## config.mk

```make
export PLATFORM = sky130hd
export DESIGN_NAME = p_cache_flat
export DESIGN_NICKNAME = d
export VERILOG_FILES = /design/src/rtl/p_cache_if.sv /design/src/rtl/p_cache.sv /design/src/flat_wrapper.sv
export SDC_FILE = /design/constraint.sdc
export NUM_CORES = 2
export LEC_CHECK = 0
export BUFFER_PORTS_ARGS = -buffer_cell sky130_fd_sc_hd__clkbuf_2
export CORE_MARGIN = 1
export CORE_UTILIZATION = 40
export CTS_BUF_LIST = sky130_fd_sc_hd__clkbuf_8 sky130_fd_sc_hd__clkbuf_16
export DETAILED_ROUTE_END_ITERATION = 16
export PLACE_DENSITY = 0.63
export SETUP_SLACK_MARGIN = 0.15
export SYNTH_ARGS = -nofsm -noshare
export SYNTH_HDL_FRONTEND = slang
export SYNTH_SLANG_ARGS = --single-unit
```

## constraint.sdc

```tcl
create_clock -name clk -period 7.66 [get_ports clk]
set_input_delay 1.532 -clock clk [delete_from_list [all_inputs] [get_ports clk]]
set_output_delay 1.532 -clock clk [all_outputs]
set_load 0.02 [all_outputs]
```

## src/rtl/p_cache_if.sv

```systemverilog
// p_cache_if: fetch-side and program-memory-side signals of the program cache.
// The cache connects through the slave modport; the PC stage / memory
// environment uses the master modport.
interface p_cache_if #(
  parameter int ADDR_W = 16,
  parameter int DATA_W = 16
) ();
  logic [ADDR_W-1:0] A;
  logic              invalidate;
  logic [DATA_W-1:0] I;
  logic              p_cache_miss;
  logic              mem_req;
  logic [ADDR_W-1:0] mem_addr;
  logic              mem_ack;
  logic [DATA_W-1:0] mem_data;

  modport master (
    output A, invalidate, mem_ack, mem_data,
    input  I, p_cache_miss, mem_req, mem_addr
  );

  modport slave (
    input  A, invalidate, mem_ack, mem_data,
    output I, p_cache_miss, mem_req, mem_addr
  );
endinterface

```

## src/rtl/p_cache.sv

```systemverilog
// p_cache: direct-mapped read-only program cache with one-line refill on miss.
// A hit returns the word one cycle after the address edge; a miss holds
// p_cache_miss high through FILL and a single REPLAY cycle.
// Optional hit/miss counters are built when P_CACHE_STATS_EN is defined.
module p_cache #(
  parameter int LINES_LOG2 = 4,
  parameter int WORDS_LOG2 = 3,
  parameter int ADDR_W     = 16,
  parameter int DATA_W     = 16
) (
  input  logic      clk,
  input  logic      rst,
  p_cache_if.slave  bus
`ifdef P_CACHE_STATS_EN
  ,
  input  logic        stats_clr,
  output logic [15:0] hit_count,
  output logic [15:0] miss_count
`endif
);

  localparam int LINES  = 1 << LINES_LOG2;
  localparam int IX_W   = LINES_LOG2 + WORDS_LOG2;
  localparam int TAG_W  = ADDR_W - IX_W;
  localparam int LINE_W = ADDR_W - WORDS_LOG2;

  localparam logic [1:0] S_IDLE   = 2'd0;
  localparam logic [1:0] S_FILL   = 2'd1;
  localparam logic [1:0] S_REPLAY = 2'd2;

  logic [1:0]            r_state;
  logic [ADDR_W-1:0]     r_a;
  logic                  r_lookup_valid;
  logic [LINES-1:0]      r_valid;
  logic [LINE_W-1:0]     r_fill_line;   // {tag, index} of the line being refilled
  logic [WORDS_LOG2-1:0] r_fill_cnt;
  logic [DATA_W-1:0]     r_data_mem [0:(1<<IX_W)-1];
  logic [TAG_W-1:0]      r_tag_mem  [0:LINES-1];
  logic [DATA_W-1:0]     r_data_q;
  logic [TAG_W-1:0]      r_tag_q;

  logic [LINES_LOG2-1:0] w_a_idx;
  logic [TAG_W-1:0]      w_a_tag;
  logic                  w_hit;
  logic                  w_miss_idle;
  logic [IX_W-1:0]       w_rd_ix;
  logic [LINES_LOG2-1:0] w_fill_idx;
  logic                  w_fill_wr;
  logic                  w_fill_last;
  logic [LINES-1:0]      w_valid_next;

  assign w_a_idx     = r_a[WORDS_LOG2 +: LINES_LOG2];
  assign w_a_tag     = r_a[ADDR_W-1 -: TAG_W];
  assign w_hit       = r_lookup_valid & r_valid[w_a_idx] & (r_tag_q == w_a_tag);
  assign w_miss_idle = (r_state == S_IDLE) & r_lookup_valid & ~w_hit;
  // New fetches are read in IDLE; REPLAY re-reads the held address.
  assign w_rd_ix     = (r_state == S_IDLE) ? bus.A[IX_W-1:0] : r_a[IX_W-1:0];
  assign w_fill_idx  = r_fill_line[LINES_LOG2-1:0];
  assign w_fill_wr   = (r_state == S_FILL) & bus.mem_ack;
  assign w_fill_last = w_fill_wr & (r_fill_cnt == {WORDS_LOG2{1'b1}});

  assign bus.I            = r_data_q;
  assign bus.p_cache_miss = (r_state != S_IDLE) | w_miss_idle;
  assign bus.mem_req      = (r_state == S_FILL);
  assign bus.mem_addr     = {r_fill_line, r_fill_cnt};

  // Per-line valid update: completing fill beats invalidate, invalidate beats miss-clear.
  for (genvar gi = 0; gi < LINES; gi++) begin : g_valid
    assign w_valid_next[gi] =
      (w_fill_last && (w_fill_idx == LINES_LOG2'(gi))) ? 1'b1 :
      bus.invalidate                                   ? 1'b0 :
      (w_miss_idle && (w_a_idx == LINES_LOG2'(gi)))    ? 1'b0 :
      r_valid[gi];
  end

  // Valid flop vector.
  always_ff @(posedge clk) begin
    if (rst) r_valid <= '0;
    else     r_valid <= w_valid_next;
  end

  // Lookup / refill sequencer.
  always_ff @(posedge clk) begin
    if (rst) begin
      r_state        <= S_IDLE;
      r_a            <= '0;
      r_lookup_valid <= 1'b0;
      r_fill_line    <= '0;
      r_fill_cnt     <= '0;
    end else begin
      case (r_state)
        S_IDLE: begin
          if (w_miss_idle) begin
            r_state     <= S_FILL;
            r_fill_line <= r_a[ADDR_W-1:WORDS_LOG2];
            r_fill_cnt  <= '0;
          end else begin
            r_a            <= bus.A;
            r_lookup_valid <= 1'b1;
          end
        end
        S_FILL: begin
          if (bus.mem_ack) begin
            r_fill_cnt <= r_fill_cnt + 1'b1;
            if (r_fill_cnt == {WORDS_LOG2{1'b1}}) r_state <= S_REPLAY;
          end
        end
        S_REPLAY: r_state <= S_IDLE;
        default:  r_state <= S_IDLE;
      endcase
    end
  end

  // Data array write port: one word per acknowledged beat.
  always_ff @(posedge clk) begin
    if (w_fill_wr) r_data_mem[{w_fill_idx, r_fill_cnt}] <= bus.mem_data;
  end

  // Data array registered read; the output register clears on reset so I starts at 0.
  always_ff @(posedge clk) begin
    if (rst) r_data_q <= '0;
    else     r_data_q <= r_data_mem[w_rd_ix];
  end

  // Tag array write on the final beat of a refill.
  always_ff @(posedge clk) begin
    if (w_fill_last) r_tag_mem[w_fill_idx] <= r_fill_line[LINE_W-1 -: TAG_W];
  end

  // Tag array registered read, same address as the data read.
  always_ff @(posedge clk) begin
    r_tag_q <= r_tag_mem[w_rd_ix[IX_W-1:WORDS_LOG2]];
  end

`ifdef P_CACHE_STATS_EN
  logic w_hit_inc;
  assign w_hit_inc = (r_state == S_IDLE) & r_lookup_valid & w_hit;

  // Saturating hit/miss counters; clear wins over increment.
  always_ff @(posedge clk) begin
    if (rst || stats_clr) begin
      hit_count  <= '0;
      miss_count <= '0;
    end else begin
      if (w_hit_inc && (hit_count != 16'hFFFF))    hit_count  <= hit_count + 16'd1;
      if (w_miss_idle && (miss_count != 16'hFFFF)) miss_count <= miss_count + 16'd1;
    end
  end
`endif

endmodule

```

## src/flat_wrapper.sv

```systemverilog
// flat-port wrapper written by rule: the top's interface ports become plain ports
module p_cache_flat 
#(
  parameter int LINES_LOG2 = 4,
  parameter int WORDS_LOG2 = 3,
  parameter int ADDR_W     = 16,
  parameter int DATA_W     = 16
)
  (clk, rst, bus_A, bus_invalidate, bus_mem_ack, bus_mem_data, bus_I, bus_p_cache_miss, bus_mem_req, bus_mem_addr);
  p_cache_if #(.ADDR_W(ADDR_W), .DATA_W(DATA_W)) bus_i ();
  input  logic clk;
  input  logic rst;
  input wire logic [$bits(bus_i.A)-1:0] bus_A;
  input wire logic [$bits(bus_i.invalidate)-1:0] bus_invalidate;
  input wire logic [$bits(bus_i.mem_ack)-1:0] bus_mem_ack;
  input wire logic [$bits(bus_i.mem_data)-1:0] bus_mem_data;
  output wire logic [$bits(bus_i.I)-1:0] bus_I;
  output wire logic [$bits(bus_i.p_cache_miss)-1:0] bus_p_cache_miss;
  output wire logic [$bits(bus_i.mem_req)-1:0] bus_mem_req;
  output wire logic [$bits(bus_i.mem_addr)-1:0] bus_mem_addr;
  assign bus_i.A = bus_A;
  assign bus_i.invalidate = bus_invalidate;
  assign bus_i.mem_ack = bus_mem_ack;
  assign bus_i.mem_data = bus_mem_data;
  assign bus_I = bus_i.I;
  assign bus_p_cache_miss = bus_i.p_cache_miss;
  assign bus_mem_req = bus_i.mem_req;
  assign bus_mem_addr = bus_i.mem_addr;
  p_cache #(.LINES_LOG2(LINES_LOG2), .WORDS_LOG2(WORDS_LOG2), .ADDR_W(ADDR_W), .DATA_W(DATA_W)) u_core (.clk(clk), .rst(rst), .bus(bus_i));
endmodule
```

==> flow_summary_export.csv <==
group,metric,value,unit
run_status,status,"finished, final reports clean",
clock_network,cts_setup_buffers,0,
timing,tightest_slew,1.27,ns
layout,nets,5593,
logic_synthesis,ys_seq_elements,2268,
routing,drt-total-wl,253,mm
placed_design,place_congestion,0.871,
die,die_y,472,µm
critical_path,critical_path_arrival,3.57,ns
logic_synthesis,synth_ff_type,"edfxtp_1",
power_and_ir_drop,clkPwrFrac,39.5,%
logic_synthesis,synth_edf_count,2192,
timing,rsz0062_at_grt,"false",
global_route,grt_remaining_overflow,0,
global_route,track_usage,22.3,%
placed_design,port_buffers,69,
layout,design_area,0.0996,mm²
critical_path,cp-start-kind,"flop",
power_and_ir_drop,power.leakage,32.7,nW
logic_synthesis,synth_area_leaders,"edfxtp_1, mux4_2, mux2i_1",
global_route,grt_pass1_wl,359,mm
power_and_ir_drop,internal-power,19.9,mW
clock_network,clk_latency,0.88,ns
job,cap_violations,0,
routing,ant_nets,0,
layout,drive_above_1_share,14.3,%
clock_network,cts_max_path_buffers,3,
logic_synthesis,yosysMostFrequentCell,"edfxtp_1",
logic_synthesis,synth_fp_nets,5435,
clock_network,cts_made_buffers,214,
critical_path,worst_setup_path_end_kind,"output port",
critical_path,worstPathMaxFanout,16,
clock_network,clk_pin_slew,0.06,ns
layout,synthToLayoutAreaGrowth,12.7,%
critical_path,crit_path_start,"u_core.r_a[4]$_SDFFE_PP0P_",
logic_synthesis,synthDistinctLibCells,80,
timing,tns,0,ns
routing,vias,51200,
timing,setup_violations,0,
layout,fill_cells,18900,
logic_synthesis,seq_area_frac_synth,76.2,%
clock_network,cts_tree,"yes",
worst_hold_path,worstHoldStart,"u_core.r_valid[6]$_SDFFE_PP0P_",
clock_network,ctsHoldBuffers,0,
timing,finClkSkew,0.0903,ns
timing,slew_violations,0,
power_and_ir_drop,p_sw_share,24.0,%
power_and_ir_drop,p_sw,6.29,mW
clock_network,post_cts_resized,0,
die,io_pins,70,
timing,finalCriticalPeriod,5.11,ns
die,rows,172,
routing,route.detailed.wl_per_inst,29.1,µm
clock_network,clock-sinks,2268,
global_route,grt_max_degree,133,
die,design.core.area,0.220,mm²
clock_network,cts_max_level,4,
placed_design,dp_hpwl,148,mm
timing,fin_crit_sh,66.7,%
logic_synthesis,syn_area_per_cell,16.4,µm²
timing,fmax,0.196,GHz
power_and_ir_drop,power,26.2,mW
critical_path,worstPathRequired,6.13,ns
logic_synthesis,synth.largest_area_cell,"edfxtp_1",
worst_hold_path,hold_class,"reg2reg",
power_and_ir_drop,pwr-share-comb,8.3,%
power_and_ir_drop,p_seq_share,52.2,%
routing,first_pass_iters,7,
routing,vias_per_cell,5.89,
logic_synthesis,synth_area,0.0884,mm²
logic_synthesis,ys_top_cells_by_count,"edfxtp_1, nand2_1, mux2i_1",
die,dieArea,0.223,mm²
power_and_ir_drop,vdd_drop_max,0.223,mV
logic_synthesis,synth_top_area_share,74.5,%
critical_path,worstSetupPathType,"reg2out",
timing,setup_slack,2.55,ns
logic_synthesis,asyncSetResetFlopFracSynth,0,%
logic_synthesis,ys_warn_count,0,
placed_design,dpl_cell_area,0.0928,mm²
clock_network,cts_root_buf,"clkbuf_16",
logic_synthesis,syn-instance-count,5397,
die,die_w,472,µm
routing,drc,0,
global_route,antenna_found_initial,12,
routing,drt-initial-drc-count,7279,
critical_path,r2r_start,"u_core.r_state[1]$_SDFFE_PP0P_",
timing,hold_viol_final,0,
die,start_util,40.2,%
power_and_ir_drop,powerDensity,263,mW/mm²
global_route,grt_pass1_vias,49000,
timing,slew_headroom,13.4,%
placed_design,dpl_worst_slack,2.20,ns
==> power by group through the flow <==
stage / clock, mW / sequential, mW / combinational, mW
6_report: 10.3 / 13.7 / 2.18
5_1_grt: 10.9 / 13.7 / 2.28
4_1_cts: 10.4 / 13.7 / 2.17
3_5_place_dp: 0 / 14.0 / 2.16
3_3_place_gp: 0 / 14.0 / 2.14
2_1_floorplan: 0 / 13.9 / 1.22
==> state kept, by name, indices dropped and copies added, names as in the netlist <==
register / cells
u_core.bus.I: 16
u_core.r_a: 16
u_core.r_data_mem: 2048
u_core.r_fill_cnt: 3
u_core.r_fill_line: 13
u_core.r_lookup_valid: 1
u_core.r_state: 2
u_core.r_tag_mem: 144
u_core.r_tag_q: 9
u_core.r_valid: 16
==> path summary, 6_finish.rpt <==
check                           depth (start not counted)                              to  slack [ns]
worst min register to register                          2  u_core.r_valid[6]$_SDFFE_PP0P_        0.48
worst max register to register                         10     u_core.bus.I[11]$_SDFF_PP0_        2.78
worst min-delay path                                    2  u_core.r_valid[6]$_SDFFE_PP0P_        0.48
worst max-delay path                                    6                bus_p_cache_miss        2.55
==> critical path, stage by stage (launching register included) <==
cell and delay [ns]:
dfxtp_1 0.93, mux4_2 0.61, mux4_2 0.55, nand4_1 0.24
a21oi_2 0.15, inv_1 0.10, clkbuf_2 0.17
==> through the flow <==
step	utilization, %	hold slack [ns]	std cells
floorplan	-	0.446	5397
global route	45.3	0.498	8694
CTS	45.3	0.474	8693
detailed placement	42.2	0.465	8297
global placement	42.2	0.454	8297
finish	45.3	0.476	8695
==> cell usage in the layout (no fill, tap or decap), types with 7 or more instances in the layout <==
cell | netlist | routed
mux2i_1 | 325 | 323
nor2_1 | 180 | 167
a221oi_1 | 76 | 76
buf_4 | 46 | 245
edfxtp_1 | 2192 | 2192
nor4_1 | 9 | 9
clkinv_2 | 0 | 26
o221ai_1 | 59 | 59
clkbuf_2 | 0 | 53
nand3_1 | 307 | 307
mux4_2 | 156 | 156
clkbuf_16 | 0 | 215
clkinv_1 | 0 | 61
and3_1 | 68 | 68
nand2b_1 | 8 | 8
a211o_1 | 30 | 30
a22o_1 | 21 | 21
nand4_1 | 63 | 63
o21a_1 | 8 | 7
inv_1 | 15 | 66
nor2_2 | 1 | 12
o221a_2 | 14 | 14
and2_1 | 21 | 21
dfxtp_1 | 76 | 76
o31ai_1 | 10 | 8
nand2_1 | 759 | 757
bufinv_16 | 0 | 15
buf_12 | 0 | 12
a2111oi_0 | 38 | 34
xor2_1 | 9 | 9
a32oi_1 | 33 | 33
clkinv_16 | 0 | 8
a211oi_1 | 98 | 98
o21ai_0 | 85 | 82
a31oi_1 | 145 | 145
a21oi_1 | 118 | 118
==> layer usage <==
| layer | part of all wire [%] | wire [µm] | up-vias | GRT usage, % |
|---|---|---|---|---|
| met5 | 0.021 | 52 | - | 0 |
| met4 | 3.8 | 9670 | 6 | 8.30 |
| met3 | 10 | 25900 | 459 | 4.55 |
| met2 | 46 | 117000 | 2880 | 34.5 |
| met1 | 40 | 101000 | 26200 | 31.1 |
| li1 | - | - | 21600 | - |
==> kinds of logic (layout without fill, tap and decap cells) <==
| family | after synthesis | after routing | synth area share [%] |
|---|---|---|---|
| and+or+nand+nor | 1452 | 1452 | 7.29 |
| DFF | 2268 | 2268 | 76.2 |
| AOI/OAI and AO/OA | 799 | 799 | 6.52 |
| other | 0 | 2 | 0 |
| adders and majority gates | 2 | 2 | 0.0283 |
| buffers and inverters | 383 | 721 | 2.18 |
| muxes | 484 | 484 | 7.70 |
| xor gates and xnor gates | 9 | 9 | 0.0892 |
==> final cells by class <==
class | instances | area [µm²] | share of cell area (%)
flip-flops and latches | 2268 | 67300 | 67.6
multi-input cells | 2746 | 19300 | 19.4
clock buffers | 221 | 5460 | 5.48
well taps | 2958 | 3700 | 3.71
repair buffers | 310 | 2340 | 2.35
clock inverters | 175 | 1380 | 1.39
inverters | 15 | 56.3 | 0.0565
diodes | 2 | 5.00 | 0.00502
No activity file was read; power rests on OpenSTA's default activity.
